File: config.mk
export PLATFORM = sky130hd
export DESIGN_NAME = ysyx_22050550_scoreboard
export DESIGN_NICKNAME = d
export VERILOG_FILES = /design/src/rtl/ysyx_22050550_sb_pkg.sv /design/src/rtl/ysyx_22050550_sb_counter.sv /design/src/rtl/ysyx_22050550_scoreboard.sv
export SDC_FILE = /design/constraint.sdc
export NUM_CORES = 1
export LEC_CHECK = 0
export ABC_AREA = 1
export ABC_CLOCK_PERIOD_IN_PS = 5800
export CAP_MARGIN = 10
export CORE_ASPECT_RATIO = 1.5
export CORE_MARGIN = 2
export CORE_UTILIZATION = 39
export CTS_CLUSTER_DIAMETER = 100
export DETAILED_ROUTE_END_ITERATION = 6
export DONT_BUFFER_PORTS = 1
export PLACE_DENSITY = 0.62
export SLEW_MARGIN = 10
export SYNTH_ARGS = -nofsm -noshare
export SYNTH_HDL_FRONTEND = slang
export SYNTH_SLANG_ARGS = --single-unit
File: constraint.sdc
create_clock -name clock -period 5.8 [get_ports clock]
set_clock_uncertainty 0.15 [all_clocks]
set_input_delay 0 -clock clock [delete_from_list [all_inputs] [get_ports clock]]
set_output_delay 0 -clock clock [all_outputs]
set_load 0.05 [all_outputs]
File: src/rtl/ysyx_22050550_sb_pkg.sv
// Shared constants for the register-hazard scoreboard.
// Covers GPR index width, tracked register count, default counter width and the x0 index.
package ysyx_22050550_sb_pkg;

  localparam int GPR_IDX_W = 5;
  localparam int SB_NREG   = 32;
  localparam int SB_CNT_W  = 2;

  localparam logic [GPR_IDX_W-1:0] X0_IDX = '0;

  function automatic logic is_x0(input logic [GPR_IDX_W-1:0] idx);
    return idx == X0_IDX;
  endfunction

endpackage

File: src/rtl/ysyx_22050550_sb_counter.sv
// Per-register in-flight write counter.
// Takes one increment and up to three decrements per cycle; it clamps at 0 on underflow and saturates at max.
module ysyx_22050550_sb_counter #(
  parameter int CNT_W = 2
) (
  input  logic             clock,
  input  logic             reset,
  input  logic             inc,
  input  logic [1:0]       dec,
  output logic [CNT_W-1:0] cnt,
  output logic             uflow
);

  logic [CNT_W-1:0] cnt_q, cnt_d;
  logic [CNT_W:0]   sum;
  logic [CNT_W:0]   diff;

  always_comb begin
    sum   = {1'b0, cnt_q} + (CNT_W+1)'(inc);
    diff  = sum - (CNT_W+1)'(dec);
    uflow = (CNT_W+1)'(dec) > sum;
    cnt_d = cnt_q;
    if (uflow) begin
      cnt_d = '0;
    end else if (diff[CNT_W]) begin
      cnt_d = '1;
    end else begin
      cnt_d = diff[CNT_W-1:0];
    end
  end

  always_ff @(posedge clock or posedge reset) begin
    if (reset) begin
      cnt_q <= '0;
    end else begin
      cnt_q <= cnt_d;
    end
  end

  assign cnt = cnt_q;

endmodule

File: src/rtl/ysyx_22050550_scoreboard.sv
// Register-hazard scoreboard: counts in-flight writes per GPR and stalls the IDU
// when a source is pending and the same-cycle WBU forward cannot cover it.
module ysyx_22050550_scoreboard
  import ysyx_22050550_sb_pkg::*;
#(
  parameter int NREG  = SB_NREG,
  parameter int CNT_W = SB_CNT_W
) (
  input  logic                 clock,
  input  logic                 reset,
  input  logic                 io_issue_valid,
  input  logic [GPR_IDX_W-1:0] io_issue_rs1,
  input  logic                 io_issue_rs1_en,
  input  logic [GPR_IDX_W-1:0] io_issue_rs2,
  input  logic                 io_issue_rs2_en,
  input  logic [GPR_IDX_W-1:0] io_issue_rd,
  input  logic                 io_issue_wen,
  output logic                 io_issue_fire,
  output logic                 io_stall,
  input  logic                 io_wb_valid,
  input  logic [GPR_IDX_W-1:0] io_wb_waddr,
  input  logic                 io_kill0_valid,
  input  logic [GPR_IDX_W-1:0] io_kill0_waddr,
  input  logic                 io_kill1_valid,
  input  logic [GPR_IDX_W-1:0] io_kill1_waddr,
  output logic [NREG-1:0]      io_busy,
  output logic                 io_err
);

  localparam logic [CNT_W-1:0] CNT_MAX = '1;
  localparam logic [CNT_W-1:0] CNT_ONE = CNT_W'(1);

  logic [CNT_W-1:0] cnt [NREG];
  logic [NREG-1:0]  inc_vec, wb_hit, k0_hit, k1_hit, uflow_vec;
  logic             rs1_haz, rs2_haz, struct_haz, stall_raw;
  logic             err_q, err_d;

  assign cnt[0]       = '0;
  assign inc_vec[0]   = 1'b0;
  assign wb_hit[0]    = 1'b0;
  assign k0_hit[0]    = 1'b0;
  assign k1_hit[0]    = 1'b0;
  assign uflow_vec[0] = 1'b0;

  // One-hot decode of every write/retire/squash port; x0 never decodes.
  for (genvar i = 1; i < NREG; i++) begin : g_reg
    assign wb_hit[i]  = io_wb_valid    && (io_wb_waddr    == GPR_IDX_W'(i));
    assign k0_hit[i]  = io_kill0_valid && (io_kill0_waddr == GPR_IDX_W'(i));
    assign k1_hit[i]  = io_kill1_valid && (io_kill1_waddr == GPR_IDX_W'(i));
    assign inc_vec[i] = io_issue_fire && io_issue_wen && (io_issue_rd == GPR_IDX_W'(i));

    ysyx_22050550_sb_counter #(.CNT_W(CNT_W)) u_cnt (
      .clock (clock),
      .reset (reset),
      .inc   (inc_vec[i]),
      .dec   (2'({1'b0, wb_hit[i]}) + 2'({1'b0, k0_hit[i]}) + 2'({1'b0, k1_hit[i]})),
      .cnt   (cnt[i]),
      .uflow (uflow_vec[i])
    );
  end

  for (genvar i = 0; i < NREG; i++) begin : g_busy
    assign io_busy[i] = |cnt[i];
  end

  // A single pending writer that retires this cycle is covered by the WBU forward.
  always_comb begin
    rs1_haz = io_issue_rs1_en && !is_x0(io_issue_rs1) && (cnt[io_issue_rs1] != '0)
              && !((cnt[io_issue_rs1] == CNT_ONE) && wb_hit[io_issue_rs1]);
    rs2_haz = io_issue_rs2_en && !is_x0(io_issue_rs2) && (cnt[io_issue_rs2] != '0)
              && !((cnt[io_issue_rs2] == CNT_ONE) && wb_hit[io_issue_rs2]);
    struct_haz = io_issue_wen && !is_x0(io_issue_rd) && (cnt[io_issue_rd] == CNT_MAX)
                 && !(wb_hit[io_issue_rd] || k0_hit[io_issue_rd] || k1_hit[io_issue_rd]);
    stall_raw = io_issue_valid && (rs1_haz || rs2_haz || struct_haz);
  end

  assign io_stall      = !reset && stall_raw;
  assign io_issue_fire = !reset && io_issue_valid && !stall_raw;

  always_comb begin
    err_d = err_q || (|uflow_vec);
  end

  always_ff @(posedge clock or posedge reset) begin
    if (reset) begin
      err_q <= 1'b0;
    end else begin
      err_q <= err_d;
    end
  end

  assign io_err = err_q;

endmodule

# After elaboration in Yosys (flattened, before gate mapping)
# Index checks and enable logic that the tools add are counted.
# totals
ff_bits	63
output_inout_bits	35
elab_cells	594
# classes
n_addsub	124
order_cmp	37
n_eq_ne	127
mux	81
n_bitwise	3
n_reduce_logical	190
# op_table
cell	n
$eq 5x5->1 const B	64
$eq 5x4->1 const B	32
$logic_and 1x1->1	140
$mux 2	68
$add 2x1->3	31
$gt 2x3->1	31
$sub 3x2->3	31
$eq 5x3->1 const B	16
$add 1x1->2	31
$add 2x1->2	31
$reduce_or 2->1	31
$eq 5x2->1 const B	8
$reduce_or 31->1	1
$bmux 2 s5	3
$bmux 1 s5	5
$eq 5x1->1 const B	4
$ge 6x6->1 const B	3
$lt 5x6->1 const B	3
$not 5->6	3
$logic_not 5->1	3
$logic_not 1->1	8
$logic_or 1x1->1	5
$mux 1	5
$eq 2x1->1 const B	2
other kinds (2)	3

# Depth between registers and ports, before layout
# depth
ltp_word	19
mapped_depth	27
mapped_depth_nobuf	26

# Hierarchy
# A second synthesis with hierarchy kept.
# unflattened
cells_unflattened	1946
hier_area_um2	11928.9
# modules_own_cells
module	instances	cells_per_inst	area_each_um2
ysyx_22050550_sb_counter	31	27	207.7
ysyx_22050550_scoreboard	1	1109	5490.3

# Worst setup path after synthesis
# No wires, ideal clock.
# synth_path
path_type	input-to-reg
from	input reset
to	register g_reg[24].u_cnt.cnt_q[0]
arrival_ps	3369
required_ps	5530
slack_ps	2161
stages	12
n_path_buf	1
path_cell_list	inv_1 > nand2_1 > inv_1 > nand4_2 > buf_2 > nor2_1 > ha_1 > ha_1 > fa_1 > xnor2_1 > o21ai_0 > inv_1
# synth_via
elab_chain_len	9
# synth_rtl
element	line	text
start, declared	ysyx_22050550_scoreboard.sv:10	input logic reset,
$logic_not 1->1 (no source line) *	-	
$logic_and 1x1->1 * (2 in series)	ysyx_22050550_scoreboard.sv:78	assign io_issue_fire = !reset && io_issue_valid && !stall_raw;
$logic_and 1x1->1 * (2 in series)	ysyx_22050550_scoreboard.sv:50	assign inc_vec[i] = io_issue_fire && io_issue_wen && (io_issue_rd == GPR_IDX_W'(i));
$add 2x1->3 *	ysyx_22050550_sb_counter.sv:19	sum = {1'b0, cnt_q} + (CNT_W+1)'(inc);
$sub 3x2->3	ysyx_22050550_sb_counter.sv:20	diff = sum - (CNT_W+1)'(dec);
$mux 2	ysyx_22050550_sb_counter.sv:25	end else if (diff[CNT_W]) begin
$mux 2 *	ysyx_22050550_sb_counter.sv:23	if (uflow) begin
net g_reg[24].u_cnt.cnt_d[0]	ysyx_22050550_sb_counter.sv:14	logic [CNT_W-1:0] cnt_q, cnt_d;
end signal, assigned	ysyx_22050550_sb_counter.sv:36	cnt_q <= cnt_d;
end, declared	ysyx_22050550_sb_counter.sv:14	
# Mark *: on every way through the listed nets, which the timed path passes. The rest lies on a longest branch.

# Worst setup path in the final report
# layout_path
from	register g_reg[25].u_cnt.cnt_q[0]
to	register err_q (netlist: io_err)
# layout_via
elab_chain_len	18
# layout_rtl
element	line	text
start, declared	ysyx_22050550_sb_counter.sv:14	
start signal, assigned	ysyx_22050550_sb_counter.sv:36	
$bmux 2 s5 (on tied branches)	-	
$mux 2 (on tied branches) (2 in series)	-	
$eq 2x1->1 (on tied branches)	ysyx_22050550_scoreboard.sv:69, ysyx_22050550_scoreboard.sv:71	
$logic_and 1x1->1 (on tied branches)	ysyx_22050550_scoreboard.sv:69, ysyx_22050550_scoreboard.sv:71	
$logic_not 1->1 (on tied branches)	ysyx_22050550_scoreboard.sv:69, ysyx_22050550_scoreboard.sv:71	
$logic_and 1x1->1 (on tied branches)	ysyx_22050550_scoreboard.sv:69, ysyx_22050550_scoreboard.sv:71	
$logic_or 1x1->1 (2 in series)	ysyx_22050550_scoreboard.sv:74	stall_raw = io_issue_valid && (rs1_haz || rs2_haz || struct_haz);
$logic_and 1x1->1	ysyx_22050550_scoreboard.sv:74	
$logic_not 1->1	ysyx_22050550_scoreboard.sv:78	
$logic_and 1x1->1	ysyx_22050550_scoreboard.sv:78	
$logic_and 1x1->1 (2 in series)	ysyx_22050550_scoreboard.sv:50	
$add 2x1->3	ysyx_22050550_sb_counter.sv:19	
$gt 2x3->1	ysyx_22050550_sb_counter.sv:21	uflow = (CNT_W+1)'(dec) > sum;
$reduce_or 31->1 *	ysyx_22050550_scoreboard.sv:81	err_d = err_q || (|uflow_vec);
$logic_or 1x1->1 *	ysyx_22050550_scoreboard.sv:81	
net err_d	ysyx_22050550_scoreboard.sv:36	logic err_q, err_d;
end signal, assigned	ysyx_22050550_scoreboard.sv:88	err_q <= err_d;
end, declared	ysyx_22050550_scoreboard.sv:36	
# Mark *: on every way through the listed nets, which the timed path passes. The rest lies on a longest branch. The select of a mux whose other input is x is not followed.

==> impl_results.md <==
* CTS Buf Count at 9
* Synth Warn # at 0
* Finished Layout Cells at 2033
* Clock power share at 21.0%
* Final Cycle Share at 94.7%
* Status: completed
* Post-CTS Setup Bufs at 0
* Final setup vio count at 0
* Simple-Gate Fraction of Synth Area at 31.6%
* Worst vdd rail ir drop at 0.000166 V
* Multi-input logic area at 0.00787 mm²
* Post-Synth XOR/XNOR Area at 2.47%
* I/O pin count at 74
* Starting Density at 39.4%
* Sequential share of the synthesized area at 14.4%
* Clock Sinks at 63
* Final nets at 1907
* Met1 WL at 16.5 mm
* Global-route wire length before repair at 71.2 mm
* Die Width at 141 µm
* CP endpoint kind: flop
* Finished Cell Area at 0.0117 mm²
* Max Root-Sink Buffers at 2
* Synth Area in Compound Gates at 9.93%
* Main combinational cell family by area after synthesis: simple AND/OR/NAND/NOR gates
* Core area at 0.0279 mm²
* Max Fanout on Critical Path at 14
* Normalized max-slew margin at 24.2%
* Final Hold Fails at 0
* Max-slew violations at 0
* Setup crit start kind: flop
* EDFF count, synth at 0
* Minimum period implied by the final worst setup slack at 5.49 ns
* PortBufs at 0
* Total wire length at 47.2 mm
* P_leak at 0.00622 µW
* Synth async-reset ratio at 100%
* DP Cell Count at 2016
* Internal at 1540 µW
* Share of post-route cells with drive strength above 1 at 4.15%
* Sequential power share at 26.5%
* Initial antenna violation count at 1
* Post-synthesis mux area share at 0%
* Max Fclk at 182 MHz
* Net Sw Power at 1860 µW
* Hpwl dp at 38.8 mm
* Worst reg2reg path depth at 23
* Post-DP Area at 0.0113 mm²
* Logic pwr share at 52.4%
* Largest net degree at the start of global routing at 64
* Drt via density at 5.62
* DRC viols at 0
* Antenna viol nets, final at 0
* Area growth from synthesis to layout at 6.28%
* RSZ-0062 raised after global routing: no
* Critical path arrival at 5.54 ns
* Drt pass-1 iters at 7
* Cells after Synth at 1707
* GRT Total Usage at 33.0%
* Dpl ws at -0.164 ns
* Vias in the first global route at 11500
* Mapped Avg Cell Area at 6.43 µm²
* Data required time at the worst endpoint at 5.85 ns
* Worst min path class: input pin to async pin
* Top routing layer used: met4
* WL met3 at 3.91 mm
* Placer Congestion at 1.05
* Total number of vias at 11400
* Sw frac at 54.7%
* 1st-iter DRT viols at 1125
* H-tree levels at 3
* Fillers at 3014
* Max-cap violations at 0
* Clock root buffer: clkbuf_16
* Largest cells by area after synthesis: fa_1 17%, nand2_1 15%, dfrtp_1 14%, inv_1 12%, ha_1 11%
* Pwr dens at 292 mW/mm²
* Die height at 209 µm
* Worst-path clk slew at 0.07 ns
* Yosys top cell by area: fa_1
* Cell with the most instances after synthesis: nand2_1
* Final worst slack at 0.308 ns
* Commonest cells in the netlist: 439 x nand2_1, 338 x inv_1, 182 x nor2_1
* Synth unique cells at 34
* Syn nets at 1932
* Adder-Cell Fraction of Synth Area at 27.6%
* Worst setup path class: flop to flop
* Seq cells post-synth at 63
* Row count at 75
* Met2 wire len at 22.2 mm
* Storage element area at 0.00158 mm²
* CTS tree: done
* GR Overflow Total at 0
* Final Util at 41.8%
* Mapped cell area at 0.0110 mm²
* DIE AREA at 0.0295 mm²
* Worst Tran Pin Value at 1.13 ns
* Synth Flop Type: dfrtp_1
* Clock Latency Late Sink at 0.38 ns
* Antenna Cells at 0
* Top cell type's share of synthesized area at 17.0%
* DR WL/cell at 23.2 µm
worst max-delay path: stages (launching register included):
cell and delay [ns]:
dfrtp_1 0.52, inv_1 0.11, o21ai_0 0.21, nand2_1 0.09
nand3_1 0.14, nand3_1 0.11, nand2_1 0.08, nand2_1 0.05
nor2_1 0.19, nand3_1 0.11, nand3_1 0.21, nor2_2 0.10
nand4_2 0.08, buf_4 0.29, nor2_1 0.11, ha_1 0.23
fa_1 0.51, inv_1 0.04, o31ai_1 0.30, inv_1 0.07
nor2_1 0.27, nand3_1 0.25, nor4_1 0.91, nand4_1 0.18
layer usage:
metal	vias up	global-route usage, %
li1	5229	-
met1	5348	36.8
met2	636	54.6
met3	218	7.53
met4	0	25.2
met5	-	0
metrics by stage:
stage          setup TNS [ns]  hold slack (ns)  power (µW)
3_5_place_dp           -0.164            0.113        2680
2_1_floorplan               0            0.128        2140
3_3_place_gp           -0.180            0.110        2640
5_1_grt                     0            0.227        3660
4_1_cts                     0            0.238        3410
6_report                    0            0.231        3400
flip-flops by register name, indices dropped and copies added (netlist names):
register,flops
g.u_cnt.cnt,62
io_err,1
power groups by stage:
stage / Combinational, µW / Sequential [µW] / Clock (µW)
2_1_floorplan: 1400 / 743 / 0
3_3_place_gp: 1740 / 904 / 0
3_5_place_dp: 1770 / 905 / 0
4_1_cts: 1780 / 899 / 729
5_1_grt: 1990 / 920 / 744
6_report: 1780 / 903 / 715
logic make-up after synthesis:
| group | after synthesis |
|---|---|
| flops | 63 |
| compound gates | 196 |
| simple gates | 832 |
| xor+xnor | 31 |
| other cells | 1 |
| buf+inv | 398 |
| fa+ha+maj | 186 |
repair_timing:
item                                    4_1_cts  5_1_grt
gates resized for setup                       0        1
endpoints found under the setup margin        0        1
endpoints found under the hold margin        63        0
hold buffers                                  1        0
cell type report:
| class | instances | share of cell area, % |
|---|---|---|
| inverter | 348 | 11.2 |
| tap | 346 | 3.71 |
| clock buffer | 9 | 1.93 |
| clock inverter | 7 | 1.24 |
| multi-input combinational | 1246 | 67.5 |
| sequential | 63 | 13.5 |
| timing repair buffer | 14 | 0.923 |
path summary, 6_finish.rpt:
path                                             start  slack (ns)                endpoint
worst max register to register  g_reg[25].u_cnt.cnt[0]        0.31                  io_err
worst min register to register  g_reg[19].u_cnt.cnt[1]        0.71  g_reg[19].u_cnt.cnt[0]
worst min-delay path                             reset        0.23  g_reg[10].u_cnt.cnt[0]
max in group asynchronous                        reset        4.67  g_reg[14].u_cnt.cnt[0]
worst max-delay path            g_reg[25].u_cnt.cnt[0]        0.31                  io_err
min in group clock                      io_issue_valid        0.24           io_issue_fire
placed cells by master, fill, tap and decap left out:
master	instances
conb_1	1
nand2_1	439
nand2_2	2
dlygate4sd3_1	1
nand4_2	2
nor4_1	2
a31o_2	5
clkinv_1	4
dfrtp_1	63
nor3_2	1
clkinvlp_4	1
a21oi_1	53
o211ai_1	19
nor2_2	9
o21bai_1	5
or2_2	11
fa_1	93
bufinv_16	4
inv_2	7
a21o_1	5
o31ai_1	3
a31oi_1	5
nor2_4	4
nor3_1	2
nand3_1	168
inv_1	337
buf_4	13
nor2_1	180
o22ai_1	3
ha_1	93
xnor2_1	31
o21ai_0	97
o21ai_1	1
nand4_1	12
clkinv_4	2
clkbuf_16	9
Note: power is estimated with default switching activity, not from simulation.
